===== config.mk =====
export PLATFORM = sky130hd
export DESIGN_NAME = tmds_channel_decoder
export DESIGN_NICKNAME = d
export VERILOG_FILES = /design/src/rtl/tmds_channel_decoder.sv
export SDC_FILE = /design/constraint.sdc
export NUM_CORES = 1
export LEC_CHECK = 0
export ABC_CLOCK_PERIOD_IN_PS = 2900
export CAP_MARGIN = 20
export CORE_MARGIN = 3
export CORE_UTILIZATION = 50
export CTS_BUF_LIST = sky130_fd_sc_hd__clkbuf_4
export DETAILED_ROUTE_END_ITERATION = 12
export PLACE_DENSITY = 0.78
export SKIP_CTS_REPAIR_TIMING = 1
export SLEW_MARGIN = 30
export SYNTH_ARGS = -nofsm -noshare
export SYNTH_HDL_FRONTEND = slang
export SYNTH_SLANG_ARGS = --single-unit

===== constraint.sdc =====
create_clock -name i_pix_clk -period 2.9 [get_ports i_pix_clk]
set_input_delay 0.58 -clock i_pix_clk [delete_from_list [all_inputs] [get_ports i_pix_clk]]
set_output_delay 0.58 -clock i_pix_clk [all_outputs]
set_load 0.01 [all_outputs]

===== src/rtl/tmds_channel_decoder.sv =====
// TMDS receive channel: 10b symbol decode plus word-alignment (bitslip) FSM.
// One instance per channel; outputs are registered with one cycle of latency.
module tmds_channel_decoder #(
   parameter int unsigned WINDOW       = 2048,
   parameter int unsigned LOCK_TOKENS  = 128,
   parameter int unsigned SETTLE       = 16,
   parameter int unsigned LOSS_TIMEOUT = 4096
) (
   input  logic       i_pix_clk,
   input  logic       i_rst,
   input  logic [9:0] i_symbol,
   output logic [7:0] o_data,
   output logic       o_de,
   output logic [1:0] o_ctrl,
   output logic       o_bitslip,
   output logic       o_locked,
   output logic [3:0] o_slip_count
);

   localparam int unsigned WIN_W  = (WINDOW > 1)       ? $clog2(WINDOW)        : 1;
   localparam int unsigned TOK_W  = $clog2(LOCK_TOKENS + 1);
   localparam int unsigned SET_W  = (SETTLE > 1)       ? $clog2(SETTLE)        : 1;
   localparam int unsigned LOSS_W = (LOSS_TIMEOUT > 1) ? $clog2(LOSS_TIMEOUT)  : 1;

   localparam logic [1:0] ST_SEARCH = 2'd0;
   localparam logic [1:0] ST_SLIP   = 2'd1;
   localparam logic [1:0] ST_WAIT   = 2'd2;
   localparam logic [1:0] ST_LOCKED = 2'd3;

   logic [1:0]        state, state_nxt;
   logic [WIN_W-1:0]  win_cnt, win_nxt;
   logic [TOK_W-1:0]  tok_cnt, tok_nxt;
   logic [SET_W-1:0]  set_cnt, set_nxt;
   logic [LOSS_W-1:0] loss_cnt, loss_nxt;
   logic [3:0]        slip_cnt_nxt;
   logic              bitslip_nxt;

   logic              is_tok;
   logic [1:0]        tok_val;
   logic [7:0]        t;
   logic [7:0]        x;
   logic [7:0]        data_dec;

   // Classify the symbol and undo the TMDS transition-minimising encode.
   always_comb begin
      is_tok  = 1'b1;
      tok_val = 2'b00;
      case (i_symbol)
         10'b1101010100: tok_val = 2'b00;
         10'b0010101011: tok_val = 2'b01;
         10'b0101010100: tok_val = 2'b10;
         10'b1010101011: tok_val = 2'b11;
         default:        is_tok  = 1'b0;
      endcase
      t = i_symbol[9] ? ~i_symbol[7:0] : i_symbol[7:0];
      x = t ^ {t[6:0], 1'b0};
      data_dec = i_symbol[8] ? {x[7:1], t[0]} : {~x[7:1], t[0]};
   end

   // Alignment FSM next-state and counter updates.
   always_comb begin
      state_nxt    = state;
      win_nxt      = win_cnt;
      tok_nxt      = tok_cnt;
      set_nxt      = set_cnt;
      loss_nxt     = loss_cnt;
      slip_cnt_nxt = o_slip_count;
      bitslip_nxt  = 1'b0;
      case (state)
         ST_SEARCH: begin
            // Lock is tested first so it wins over a coincident window end.
            if (tok_cnt == TOK_W'(LOCK_TOKENS)) begin
               state_nxt = ST_LOCKED;
               loss_nxt  = '0;
            end else if (win_cnt == WIN_W'(WINDOW - 1)) begin
               state_nxt   = ST_SLIP;
               bitslip_nxt = 1'b1;
               if (o_slip_count != 4'hF) slip_cnt_nxt = o_slip_count + 4'd1;
            end else begin
               win_nxt = win_cnt + WIN_W'(1);
               if (is_tok) tok_nxt = tok_cnt + TOK_W'(1);
            end
         end
         ST_SLIP: begin
            state_nxt = ST_WAIT;
            set_nxt   = '0;
         end
         ST_WAIT: begin
            if (set_cnt == SET_W'(SETTLE - 1)) begin
               state_nxt = ST_SEARCH;
               win_nxt   = '0;
               tok_nxt   = '0;
            end else begin
               set_nxt = set_cnt + SET_W'(1);
            end
         end
         ST_LOCKED: begin
            if (is_tok) begin
               loss_nxt = '0;
            end else if (loss_cnt == LOSS_W'(LOSS_TIMEOUT - 1)) begin
               state_nxt = ST_SEARCH;
               win_nxt   = '0;
               tok_nxt   = '0;
               loss_nxt  = '0;
            end else begin
               loss_nxt = loss_cnt + LOSS_W'(1);
            end
         end
         default: state_nxt = ST_SEARCH;
      endcase
   end

   // FSM state, counters and alignment status outputs.
   always_ff @(posedge i_pix_clk) begin
      if (i_rst) begin
         state        <= ST_SEARCH;
         win_cnt      <= '0;
         tok_cnt      <= '0;
         set_cnt      <= '0;
         loss_cnt     <= '0;
         o_bitslip    <= 1'b0;
         o_locked     <= 1'b0;
         o_slip_count <= 4'd0;
      end else begin
         state        <= state_nxt;
         win_cnt      <= win_nxt;
         tok_cnt      <= tok_nxt;
         set_cnt      <= set_nxt;
         loss_cnt     <= loss_nxt;
         o_bitslip    <= bitslip_nxt;
         o_locked     <= (state_nxt == ST_LOCKED);
         o_slip_count <= slip_cnt_nxt;
      end
   end

   // Decoded pixel/control outputs; data is only passed while aligned.
   always_ff @(posedge i_pix_clk) begin
      if (i_rst) begin
         o_data <= 8'd0;
         o_de   <= 1'b0;
         o_ctrl <= 2'b00;
      end else if (is_tok) begin
         o_data <= 8'd0;
         o_de   <= 1'b0;
         o_ctrl <= tok_val;
      end else if (state == ST_LOCKED) begin
         o_data <= data_dec;
         o_de   <= 1'b1;
      end else begin
         o_data <= 8'd0;
         o_de   <= 1'b0;
      end
   end

endmodule


==> qor.csv, run 1 <==
stage,metric,value,unit
clock_tree,clock root buffer,clkbuf_4,
sta,Worst-Margin Slew,740,ps
final_layout,fill count,432,
floorplan,core area,0.00485,mm²
synth,count of flip-flops with a built-in enable after synthesis,0,
routing,number of DRC markers in iteration 0,92,
routing,DRC violations left,0,
routing,final wirelength,5580,µm
floorplan,starting density of the core,53.4,%
worst_setup_path,startpoint types,input pin,
synth,sequential fraction of the synthesis area,41.7,%
worst_setup_path,depth of the most critical reg-to-reg path,8,
routing,DR pass1 iterations,4,
power,Power Total,1.25,mW
final_layout,Final Util,64.1,%
outcome,outcome,"finished, final reports clean",
clock_tree,CTS tree,yes,
worst_setup_path,Crit Reg-Reg Endpoint,win_cnt[6],
clock_tree,Sink Count,54,
floorplan,boundary pin count,29,
synth,syn_nets,331,
floorplan,floorplan die height,78.0,µm
worst_setup_path,worst-case register-to-register setup slack,420,ps
sta,setup TNS,0,ps
synth,synthesized instance count,313,
routing,routed via count,2368,
sta,Tmin final,2540,ps
synth,synth top area cells,"dfxtp_1 (42%), a21oi_1 (5.8%), nor2_1 (5.2%), xnor2_1 (4.7%), nand3_1 (4.3%)",
grt,total congestion overflow after global routing,0,
worst_setup_path,worst setup path startpoint,i_symbol[4],
grt,antenna violations before repair,0,
place,Final HPWL DP,4020,µm
sta,final-report max-slew violation count,0,
worst_setup_path,Critical Path Sink,tok_cnt[3],
synth,synthesized area,0.00259,mm²
sta,Max-slew headroom,50.5,%
sta,unrepaired setup endpoints after global routing,no,
synth,"Top FF cell, synth",dfxtp_1,
worst_setup_path,category of the critical setup timing path,in2reg,
sta,count of endpoints failing hold in the final timing report,0,
final_layout,post-route standard cell area excluding fillers,0.00311,mm²
sta,post-route clock skew,11.1,ps
routing,average detailed-routed wire length per instance,13.3,µm
final_layout,signed area change from the synthesized netlist to the final layout,20.0,%
synth,Async SR Flop Fraction,0,%
clock_tree,clock latency of the later-clocked register in the worst-skew pair,380,ps
clock_tree,Bufs on Longest Clock Path,2,
worst_setup_path,largest fanout of any net on the critical path,4,
final_layout,Diodes inserted,0,
worst_setup_path,critical path data required time,3230,ps
power,peak supply drop,249,µV
routing,number of nets with antenna violations after routing,0,
final_layout,count of nets after finishing,369,
place,count of input and output buffers,28,
clock_tree,number of buffers created by CTS,5,
final_layout,share of post-route cells with drive strength above 1,9.09,%
grt,largest net degree at the start of global routing,31,
grt,via count of the first global-routing pass,2218,
floorplan,width of the die,78.0,µm
synth,Avg Synthesized Cell Area,8.27,µm²
min_path,worst min-delay path class,reg2reg,
job,number of max-cap violations,0,
place,final weighted congestion in routability-driven placement,0.812,
worst_setup_path,nature of the critical path endpoint,flop,
grt,first-pass GRT wire length,9600,µm
synth,Unique masters post-synth,40,
clock_tree,H-tree depth,2,
routing,ratio of routed vias to standard cells,5.65,
sta,endpoints failing setup,0,
synth,YS warnings,0,
synth,number of register bits inferred by synthesis,54,
worst_setup_path,R2R Path Start,loss_cnt[0],
grt,total track usage,19.3,%
power,Static Leak,1.08,nW
synth,cell accounting for the most synthesized area,dfxtp_1,
floorplan,Die Footprint,0.00608,mm²
place,Placed Area,0.00303,mm²
worst_setup_path,Crit path arrival time,2870,ps
power,power density cells,401,mW/mm²
clock_tree,clock-pin slew reported for the worst setup and hold paths after clock tree synthesis,140,ps
synth,area share of the largest cell type after synthesis,41.7,%
floorplan,Rows,25,
sta,highest clock rate,0.393,GHz
sta,final worst path period share,87.7,%
sta,tightest hold margin,504,ps
[how the worst min path moves through the flow]
stage | startpoint | endpoint | cells past startpoint
finish | loss_cnt[10] | loss_cnt[10] | 2
global route | win_cnt[10] | win_cnt[10] | 1
CTS | win_cnt[10] | win_cnt[10] | 1
detailed placement | win_cnt[10] | win_cnt[10] | 1
global placement | win_cnt[10] | win_cnt[10] | 1
floorplan | win_cnt[10] | win_cnt[10] | 1
[layout by cell type (no fill, tap or decap), types with 3 or more instances in the layout]
master	netlist	final
nand4_1	10	10
o31ai_1	3	3
o21ai_0	20	20
nor2_1	36	36
ha_1	6	6
dfxtp_1	54	54
and3_1	8	8
a31oi_1	6	6
inv_1	4	4
clkbuf_4	0	5
clkdlybuf4s50_1	0	28
buf_4	0	18
nor3_1	10	10
or3_1	14	14
or4_1	5	5
and2_1	4	4
a21oi_1	30	30
xnor2_1	14	14
nand3b_1	5	5
or3b_2	3	3
o211ai_1	4	4
nand3_1	22	22
nand2_1	15	15
xor2_1	3	3
[critical path, cell delays in order]
cell             delay (ps)
clkdlybuf4s50_1         420
nand4bb_1               220
or4_1                   580
a41o_1                  250
a31o_4                  240
or4_1                   500
nand2_1                  80
[stage by stage]
stage / setup slack, ps / std cells
after floorplan: 460 / 313
after global placement: 26.6 / 411
after detailed placement: -10.2 / 411
after CTS: 389 / 419
after global routing: 266 / 419
final: 357 / 419
[routing by layer]
layer	GRT usage (%)	routed length (µm)
met1	23.7	2630
met2	33.1	2720
met3	3.94	147
met4	7.34	87
met5	0	0
[synth_stat cells, drive strengths merged, types with 6 or more instances]
cell / number
dfxtp: 54
nor2: 36
a21oi: 30
nand3: 22
o21ai: 20
nand2: 15
or3: 14
xnor2: 14
clkbuf: 11
nand4: 10
nor3: 10
and3: 8
a31oi: 6
ha: 6
[final cells by class]
cell class | instances | area [µm²] | area share [%]
well taps | 67 | 83.8 | 2.70
inverters | 5 | 18.8 | 0.604
repair buffers | 46 | 415 | 13.4
flip-flops and latches | 54 | 1080 | 34.8
clock buffers | 5 | 37.5 | 1.21
multi-input cells | 239 | 1430 | 46.0
clock inverters | 3 | 40.0 | 1.29
[kinds of logic after synthesis]
| kind of cell | after synthesis | synth area share [%] |
|---|---|---|
| compound gates | 73 | 16.7 |
| mux | 1 | 0.386 |
| xor+xnor | 17 | 5.75 |
| buf+inv | 20 | 3.04 |
| fa+ha+maj | 6 | 2.90 |
| simple gates | 142 | 29.5 |
| flops | 54 | 41.7 |
[registers in the layout, summed over array words and instances, names as in the netlist]
| name | cells |
|---|---|
| o_de | 1 |
| o_ctrl | 2 |
| o_data | 8 |
| o_slip_count | 4 |
| loss_cnt | 12 |
| o_bitslip | 1 |
| win_cnt | 11 |
| o_locked | 1 |
| tok_cnt | 8 |
| set_cnt | 4 |
| state | 2 |
[power breakdown]
| part | total [mW] | internal, mW | switching [mW] |
|---|---|---|---|
| logic | 0.0845 | 0.0462 | 0.0383 |
| clock network | 0.411 | 0.179 | 0.232 |
| registers | 0.749 | 0.746 | 0.00348 |
| total | 1.25 | 0.971 | 0.274 |
(Power assumes the default switching activity.)
==> run 2, diff against run 1 <==
--- a/config.mk
+++ b/config.mk
@@ -9,7 +9,6 @@
 export CAP_MARGIN = 20
 export CORE_MARGIN = 3
 export CORE_UTILIZATION = 50
-export CTS_BUF_LIST = sky130_fd_sc_hd__clkbuf_4
 export DETAILED_ROUTE_END_ITERATION = 12
 export PLACE_DENSITY = 0.78
 export SKIP_CTS_REPAIR_TIMING = 1
==> qor.csv, run 2 (synthesis gave the netlist of run 1 again) <==
stage,metric,value,unit
outcome,outcome,"finished, final reports clean",
final_layout,count of nets after finishing,369,
grt,largest net degree at the start of global routing,31,
min_path,worst min-delay path class,reg2reg,
worst_setup_path,slowest stage cell on the critical path,or4_1,
worst_setup_path,family with the most delay on the worst path,simple AND/OR/NAND/NOR gates,
floorplan,width of the die,78.0,µm
power,Power Total,1.33,mW
grt,via count of the first global-routing pass,2196,
worst_setup_path,Crit path arrival time,2870,ps
sta,final worst path period share,90.0,%
sta,post-route clock skew,7.13,ps
routing,routed via count,2379,
sta,count of endpoints failing hold in the final timing report,0,
sta,unrepaired setup endpoints after global routing,no,
final_layout,register containing the most flip-flops in the final layout,loss_cnt,
routing,number of nets with antenna violations after routing,0,
worst_setup_path,Crit Reg-Reg Endpoint,win_cnt[6],
final_layout,"most common cell after layout, fill and taps aside",dfxtp_1,
worst_setup_path,logic depth of the worst setup path including buffers,7,
power,Static Leak,1.09,nW
sta,Tmin final,2610,ps
floorplan,Die Footprint,0.00608,mm²
place,Final HPWL DP,4020,µm
worst_setup_path,largest fanout of any net on the critical path,4,
floorplan,starting density of the core,53.4,%
power,internal power component,1.05,mW
final_layout,Final Util,64.7,%
clock_tree,H-tree depth,2,
grt,first-pass GRT wire length,9580,µm
grt,antenna violations before repair,0,
job,number of max-cap violations,0,
final_layout,registers with the most flip-flops,"loss_cnt x12, win_cnt x11",
worst_setup_path,"Buf+Inv Stages, Crit Path",1,
place,Placed Area,0.00303,mm²
final_layout,Diodes inserted,0,
worst_setup_path,worst-case register-to-register setup slack,420,ps
routing,number of DRC markers in iteration 0,80,
clock_tree,clock-pin slew reported for the worst setup and hold paths after clock tree synthesis,90,ps
floorplan,core area,0.00485,mm²
place,count of input and output buffers,28,
clock_tree,clock root buffer,clkbuf_8,
final_layout,Layout Cells excl Fill,419,
final_layout,signed area change from the synthesized netlist to the final layout,21.2,%
sta,highest clock rate,0.383,GHz
clock_tree,clock latency of the later-clocked register in the worst-skew pair,310,ps
worst_setup_path,Critical Path Sink,tok_cnt[3],
final_layout,post-route standard cell area excluding fillers,0.00314,mm²
final_layout,highest-count cells in the layout ignoring fill and taps,"dfxtp_1 (54), nor2_1 (36), a21oi_1 (30), clkdlybuf4s50_1 (28), nand3_1 (22)",
power,part of the power in combinational logic,6.3,%
power,switching part of the total,21.6,%
power,switching power,0.288,mW
power,peak supply drop,285,µV
sta,final-report max-slew violation count,0,
clock_tree,Sink Count,54,
grt,total congestion overflow after global routing,0,
floorplan,Rows,25,
sta,Max-slew headroom,49.7,%
final_layout,number of flip-flops in the largest register,12,
routing,DR pass1 iterations,4,
floorplan,boundary pin count,29,
routing,average detailed-routed wire length per instance,13.3,µm
floorplan,floorplan die height,78.0,µm
sta,Worst-Margin Slew,751,ps
worst_setup_path,R2R Path Start,loss_cnt[0],
worst_setup_path,worst setup path startpoint,i_symbol[4],
worst_setup_path,CP Cell Sequence,"clkdlybuf4s50_1, nand4bb_1, or4_1, a41o_1, a31o_4, or4_1, nand2_1",
worst_setup_path,critical path data required time,3160,ps
clock_tree,Bufs on Longest Clock Path,2,
clock_tree,CTS tree,yes,
final_layout,share of post-route cells with drive strength above 1,9.09,%
sta,endpoints failing setup,0,
worst_setup_path,category of the critical setup timing path,in2reg,
routing,ratio of routed vias to standard cells,5.68,
routing,DRC violations left,0,
worst_setup_path,library cell appearing most often on the critical path,or4_1,
worst_setup_path,startpoint types,input pin,
place,final weighted congestion in routability-driven placement,0.812,
worst_setup_path,maximum cell stage delay along the critical path,580,ps
power,power share of the clock group,37.5,%
grt,total track usage,19.4,%
worst_setup_path,nature of the critical path endpoint,flop,
routing,final wirelength,5570,µm
worst_setup_path,depth of the most critical reg-to-reg path,8,
power,share of power burned in registers,56.1,%
place,placed cell count,411,
power,power density cells,425,mW/mm²
clock_tree,number of buffers created by CTS,5,
==> run 2: cell types whose count changed in the layout (fill, tap and decap cells not counted) <==
cell,before,now
clkbuf_4,5,0
clkbuf_8,0,5
==> run 2: power groups by stage <==
stage                     registers [mW]  logic, mW  clock network, mW
after global routing               0.749     0.0913              0.537
after floorplan                    0.764     0.0452                  0
after detailed placement           0.765     0.0844                  0
after CTS                          0.748     0.0847              0.512
final                              0.748     0.0846              0.501
after global placement             0.765     0.0834                  0
==> run 2: how the worst min path moves through the flow <==
stage | slack, ps | start | cells past startpoint | endpoint
after floorplan | 440 | win_cnt[10] | 1 | win_cnt[10]
after detailed placement | 470 | win_cnt[10] | 1 | win_cnt[10]
final | 490 | o_ctrl[0] | 2 | o_ctrl[0]
after CTS | 490 | win_cnt[10] | 1 | win_cnt[10]
after global placement | 450 | win_cnt[10] | 1 | win_cnt[10]
after global routing | 510 | win_cnt[10] | 1 | win_cnt[10]
==> run 2: stage by stage <==
| stage | setup TNS [ps] | hold WS [ps] | setup slack [ps] |
|---|---|---|---|
| floorplan | 0 | 440 | 460 |
| global placement | 0 | 452 | 26.6 |
| detailed placement | -17.5 | 470 | -10.2 |
| CTS | 0 | 494 | 311 |
| global route | 0 | 514 | 199 |
| finish | 0 | 494 | 289 |
==> run 2: per-layer routing <==
layer | global-route usage [%] | vias up | routed length, µm
met5 | 0 | - | 0
met4 | 6.29 | 0 | 85
met3 | 5.34 | 9 | 209
met2 | 32.8 | 44 | 2690
met1 | 23.7 | 1103 | 2590
li1 | - | 1223 | -
==> run 2: tightest hold or removal path: cells and delay by family (launching register included) <==
kind / cells / cell delay (ps)
flip-flops: 1 / 340
AND/OR/NAND/NOR: 1 / 70
AO/OA/AOI/OAI: 1 / 60
==> run 2: final cells by class <==
type | instances | area [µm²]
Clock buffer | 5 | 68.8
Timing Repair Buffer | 46 | 415
Multi-Input combinational cell | 239 | 1430
Fill cell | 430 | 1710
Inverter | 5 | 18.8
Tap cell | 67 | 83.8
Sequential cell | 54 | 1080
Clock inverter | 3 | 40.0
==> run 3, diff against run 2 <==
--- a/config.mk
+++ b/config.mk
@@ -5,13 +5,14 @@
 export SDC_FILE = /design/constraint.sdc
 export NUM_CORES = 1
 export LEC_CHECK = 0
-export ABC_CLOCK_PERIOD_IN_PS = 2900
+export ABC_CLOCK_PERIOD_IN_PS = 2400
 export CAP_MARGIN = 20
 export CORE_MARGIN = 3
 export CORE_UTILIZATION = 50
 export DETAILED_ROUTE_END_ITERATION = 12
-export PLACE_DENSITY = 0.78
+export PLACE_DENSITY = 0.81
 export SKIP_CTS_REPAIR_TIMING = 1
+export SKIP_LAST_GASP = 1
 export SLEW_MARGIN = 30
 export SYNTH_ARGS = -nofsm -noshare
 export SYNTH_HDL_FRONTEND = slang
==> constraint.sdc (replaced) <==
create_clock -name i_pix_clk -period 2.4 [get_ports i_pix_clk]
set_input_delay 0.48 -clock i_pix_clk [delete_from_list [all_inputs] [get_ports i_pix_clk]]
set_output_delay 0.48 -clock i_pix_clk [all_outputs]
set_load 0.01 [all_outputs]
==> qor.csv, run 3 (synthesis gave the netlist of run 1 again) <==
stage,metric,value,unit
floorplan,Die Footprint,0.00608,mm²
power,part of the power in combinational logic,7.0,%
worst_setup_path,CP Cell Sequence,"clkdlybuf4s50_1, nand3_1, or4_4, a41o_1, a31o_4, or4_1, nand2_1",
min_path,worst hold path depth,1,
worst_setup_path,category of the critical setup timing path,in2reg,
power,internal power component,1.19,mW
routing,number of DRC markers in iteration 0,112,
final_layout,"most common cell after layout, fill and taps aside",dfxtp_1,
worst_setup_path,nature of the critical path endpoint,flop,
power,switching part of the total,22.3,%
power,share of power burned in registers,59.1,%
power,peak supply drop,236,µV
clock_tree,clock root buffer,clkbuf_8,
final_layout,register containing the most flip-flops in the final layout,loss_cnt,
sta,post-route clock skew,8.20,ps
power,power density cells,470,mW/mm²
grt,total track usage,20.7,%
clock_tree,Bufs on Longest Clock Path,2,
worst_setup_path,Crit Reg-Reg Endpoint,win_cnt[6],
outcome,outcome,"finished, final reports clean",
worst_setup_path,critical path data required time,2660,ps
final_layout,share of post-route cells with drive strength above 1,13.5,%
floorplan,Rows,25,
min_path,start point of the worst hold path,win_cnt[10],
worst_setup_path,worst-case register-to-register setup slack,110,ps
min_path,Worst Hold Path EP,win_cnt[10],
routing,average detailed-routed wire length per instance,14.5,µm
min_path,worst min-delay path class,reg2reg,
routing,ratio of routed vias to standard cells,5.76,
worst_setup_path,largest fanout of any net on the critical path,5,
final_layout,highest-count cells in the layout ignoring fill and taps,"dfxtp_1 (54), nor2_1 (36), a21oi_1 (30), buf_4 (28), clkdlybuf4s50_1 (24)",
place,placement-stage worst setup slack,-408,ps
final_layout,Diodes inserted,0,
power,Static Leak,1.18,nW
routing,final wirelength,6240,µm
clock_tree,clock-pin slew reported for the worst setup and hold paths after clock tree synthesis,90,ps
place,count of input and output buffers,28,
sta,Worst-Margin Slew,713,ps
place,Final HPWL DP,4430,µm
floorplan,floorplan die height,78.0,µm
final_layout,Layout Cells excl Fill,430,
worst_setup_path,Crit path arrival time,2640,ps
sta,final worst path period share,99.5,%
clock_tree,H-tree depth,2,
grt,first-pass GRT wire length,10200,µm
routing,number of nets with antenna violations after routing,0,
sta,Tmin final,2390,ps
sta,unrepaired setup endpoints after global routing,yes,
grt,antenna violations before repair,0,
grt,via count of the first global-routing pass,2345,
job,number of max-cap violations,0,
worst_setup_path,slowest stage cell on the critical path,clkdlybuf4s50_1,
final_layout,signed area change from the synthesized netlist to the final layout,25.7,%
place,final weighted congestion in routability-driven placement,0.814,
routing,DRC violations left,0,
sta,final-report max-slew violation count,0,
sta,highest clock rate,0.419,GHz
power,switching power,0.341,mW
floorplan,width of the die,78.0,µm
worst_setup_path,R2R Path Start,loss_cnt[0],
final_layout,number of flip-flops in the largest register,12,
place,placed cell count,421,
worst_setup_path,depth of the most critical reg-to-reg path,8,
final_layout,count of nets after finishing,380,
floorplan,core area,0.00485,mm²
clock_tree,CTS tree,yes,
final_layout,fill count,401,
floorplan,starting density of the core,53.4,%
sta,Max-slew headroom,52.3,%
sta,count of endpoints failing hold in the final timing report,0,
power,power share of the clock group,33.9,%
sta,endpoints failing setup,0,
grt,largest net degree at the start of global routing,31,
worst_setup_path,startpoint types,input pin,
clock_tree,number of buffers created by CTS,5,
worst_setup_path,maximum cell stage delay along the critical path,510,ps
clock_tree,Sink Count,54,
routing,routed via count,2478,
sta,post-route setup slack,11.6,ps
routing,DR pass1 iterations,4,
floorplan,boundary pin count,29,
grt,total congestion overflow after global routing,0,
final_layout,registers with the most flip-flops,"loss_cnt x12, win_cnt x11",
clock_tree,clock latency of the later-clocked register in the worst-skew pair,310,ps
run 3: how the worst max path moves through the flow:
stage	end	start
after floorplan	tok_cnt[3]	i_symbol[8]
after global placement	tok_cnt[3]	i_symbol[4]
after detailed placement	tok_cnt[3]	i_symbol[2]
after CTS	tok_cnt[3]	i_symbol[2]
after global routing	tok_cnt[3]	i_symbol[3]
final	tok_cnt[3]	i_symbol[3]
run 3: power by group through the flow:
stage	Clock, mW	Sequential, mW	Combinational [mW]
6_report	0.519	0.904	0.107
5_1_grt	0.559	0.905	0.118
4_1_cts	0.531	0.904	0.107
3_5_place_dp	0	0.925	0.107
3_3_place_gp	0	0.924	0.103
2_1_floorplan	0	0.924	0.0547
run 3: area by class of cell:
cell class	instances	area (µm²)	share of cell area (%)
clock inverter	1	5.00	0.154
clock buffer	7	86.3	2.65
sequential	54	1080	33.2
tap	67	83.8	2.57
multi-input combinational	239	1470	45.1
inverter	5	18.8	0.576
timing repair buffer	57	512	15.7
run 3: stage by stage:
step / hold WS [ps] / setup TNS [ps] / area (µm²) / util (%) / total power, mW
6_report: 478 / 0 / 3260 / 67.1 / 1.53
5_1_grt: 503 / -74.4 / 3260 / 67.1 / 1.58
4_1_cts: 477 / -104 / 3200 / 65.9 / 1.54
3_5_place_dp: 456 / -9600 / 3100 / 64.0 / 1.03
3_3_place_gp: 450 / -7480 / 3100 / 64.0 / 1.03
2_1_floorplan: 440 / 0 / 2590 / - / 0.978
run 3: routing by layer:
metal / track usage, % / vias up / share of wire, %
li1: - / 1239 / -
met1: 24.2 / 1174 / 44
met2: 36.5 / 49 / 49
met3: 4.18 / 16 / 3.9
met4: 8.57 / 0 / 2.5
met5: 0 / - / 0
run 3: critical path, delay by kind of cell:
| family | cells | cell delay [ps] |
|---|---|---|
| compound gates | 2 | 480 |
| buf+inv | 1 | 510 |
| simple gates | 4 | 1160 |
==> variant, RTL diff (config.mk and constraints of run 2) <==
Set the parameter `WINDOW` to 4096 (it was 2048).
--- a/src/rtl/tmds_channel_decoder.sv
+++ b/src/rtl/tmds_channel_decoder.sv
@@ -2,5 +2,5 @@
 // One instance per channel; outputs are registered with one cycle of latency.
 module tmds_channel_decoder #(
-   parameter int unsigned WINDOW       = 2048,
+   parameter int unsigned WINDOW       = 4096,
    parameter int unsigned LOCK_TOKENS  = 128,
    parameter int unsigned SETTLE       = 16,
Behaviour: same outputs for any inputs over 10 cycles, from zero or initial values and one cycle with i_rst high; that may be too few to reach the edited logic, so the function may still have changed.
==> variant against run 2 <==
Critical path depth grew 2. Wire length increased by 13%. Final area grew 7.5%. Sequential cell count rose by 1. Critical path type unchanged. Synthesized area grew 7.8%. Setup slack got worse by 0.042 ns. Power increased by 3.6%. Clock power up 6.0%.
==> variant: results (changes against run 2) <==
[yosys]
syn_avg_cell_area_um2 = 8.485  ; was 8.275 µm²
ys_types = 53  ; was 40
synth_commonest_cells = 55 x dfxtp_1, 46 x nor2_1, 22 x nand2_1, 21 x a21oi_1, 21 x xnor2_1  ; was 54 x dfxtp_1, 36 x nor2_1, 30 x a21oi_1, 22 x nand3_1, 20 x o21ai_0
ys_seq_area_share_pct = 39.44  ; was 41.74%
syn_nets = 353  ; was 331
synth.cell_area_mm2 = 0.002791  ; was 0.002590 mm²
synthTopCellsByArea = dfxtp_1 39%, xnor2_1 6.6%, nor2_1 6.2%  ; was dfxtp_1 42%, a21oi_1 5.8%, nor2_1 5.2%

[power_and_ir_drop]
power_leakage_nw = 1.241  ; was 1.093 nW
power_density_mw_per_mm2 = 409.3  ; was 424.9 mW/mm²
peakVddDrop_mv = 0.2360  ; was 0.2851 mV

[finish]
final.fill_count = 454  ; was 430
final.signal_inverter_count = 15  ; was 5
multi_input_cells = 247  ; was 239
nNetsFinal = 396  ; was 369
drive_gt1_share_pct = 9.920  ; was 9.091%
n_all_buffers = 48  ; was 46
clock_buffers = 6  ; was 5
reg_top3 = loss_cnt (12), win_cnt (12)  ; was loss_cnt (12), win_cnt (11)
clk_share_pct = 3.485  ; was 3.469%
seq_area_mm2 = 0.001101  ; was 0.001081 mm²
diodes = 0  ; unchanged
buffer_area_share_pct = 12.75  ; was 13.24%
multi_input_area_mm2 = 0.001582  ; was 0.001430 mm²

[routing]
drtIter0Drc = 128  ; was 80
wl_per_cell_um = 14.18  ; was 13.30 µm
dr.pass1.iters = 5  ; was 4
route.vias.total = 2527  ; was 2379
wl_met2_um = 3034  ; was 2686 µm
wl_met1_um = 2943  ; was 2590 µm
wl_met3_um = 233  ; was 209 µm
wirelength_um = 6280  ; was 5572 µm

[grt]
grt_first_pass_wirelength_um = 10960  ; was 9577 µm
gr-usage-all-layers_pct = 21.02  ; was 19.38%
use_met1_pct = 27.50  ; was 23.74%
grt_pass1_vias = 2405  ; was 2196
met3_usage_pct = 4.036  ; was 5.336%
grt_max_degree = 17  ; was 31
use_met2_pct = 35.18  ; was 32.79%

[placement]
dp.cells = 435  ; was 411
place.gp.congestion = 0.8544  ; was 0.8124
hpwl_um = 4662  ; was 4024 µm
pre_cts_ws_ns = -0.07448  ; was -0.01018 ns

[setup_path]
worst-path-max-fanout = 9  ; was 4
arrival_ns = 2.90  ; was 2.87 ns
critPathMaxStageDelay_ns = 0.61  ; was 0.58 ns

[sta]
maxSlewHeadroom_pct = 66.56  ; was 49.73%
fin_worst_skew_ns = 0.006902  ; was 0.007129 ns

[outcome]
outcome = completed  ; unchanged

[variant: cell types whose count changed in the layout (fill, tap and decap cells not counted), sizes merged, moves of 4 or more]
cell,delta
and3,-4
o31ai,+4
o21ai,-9
xnor2,+7
nor2,+11
a21oi,-9
inv,+10
ha,+6
nand2,+7
nand3,-5
nand4,+5
or3,-10
[variant: metrics by stage]
stage | util [%] | instance area (µm²) | hold slack, ns
floorplan | - | 2791 | 0.4393
global placement | 62.18 | 3257 | 0.4570
detailed placement | 62.18 | 3257 | 0.4850
CTS | 64.43 | 3374 | 0.4969
global route | 64.43 | 3374 | 0.5099
finish | 64.43 | 3374 | 0.4978
[variant: where the power goes]
| group | total (mW) | internal (mW) | leakage [nW] | switching (mW) |
|---|---|---|---|---|
| logic | 0.0875 | 0.0446 | 0.737 | 0.0428 |
| clock network | 0.531 | 0.280 | 0.0612 | 0.251 |
| registers | 0.762 | 0.758 | 0.443 | 0.00402 |
[variant: final timing paths]
kind	start	to	slack (ns)	cells after the start
max reg2reg	loss_cnt[0]$_SDFFE_PP0P_	win_cnt[9]$_SDFFE_PP0P_	0.36	8
min reg2reg	loss_cnt[11]$_SDFFE_PP0P_	loss_cnt[11]$_SDFFE_PP0P_	0.50	1
max	i_symbol[3]	loss_cnt[11]$_SDFFE_PP0P_	0.25	9
min	loss_cnt[11]$_SDFFE_PP0P_	loss_cnt[11]$_SDFFE_PP0P_	0.50	1
[variant: cells by family (layout without fill, tap and decap cells)]
family	Yosys count	count (layout)	share of synthesized area [%]
buffers and inverters	27	71	3.899
muxes	4	4	1.434
and+or+nand+nor	145	145	27.39
AOI/OAI and AO/OA	62	62	14.93
xor gates and xnor gates	24	24	7.531
adders and majority gates	12	12	5.379
DFF	55	55	39.44
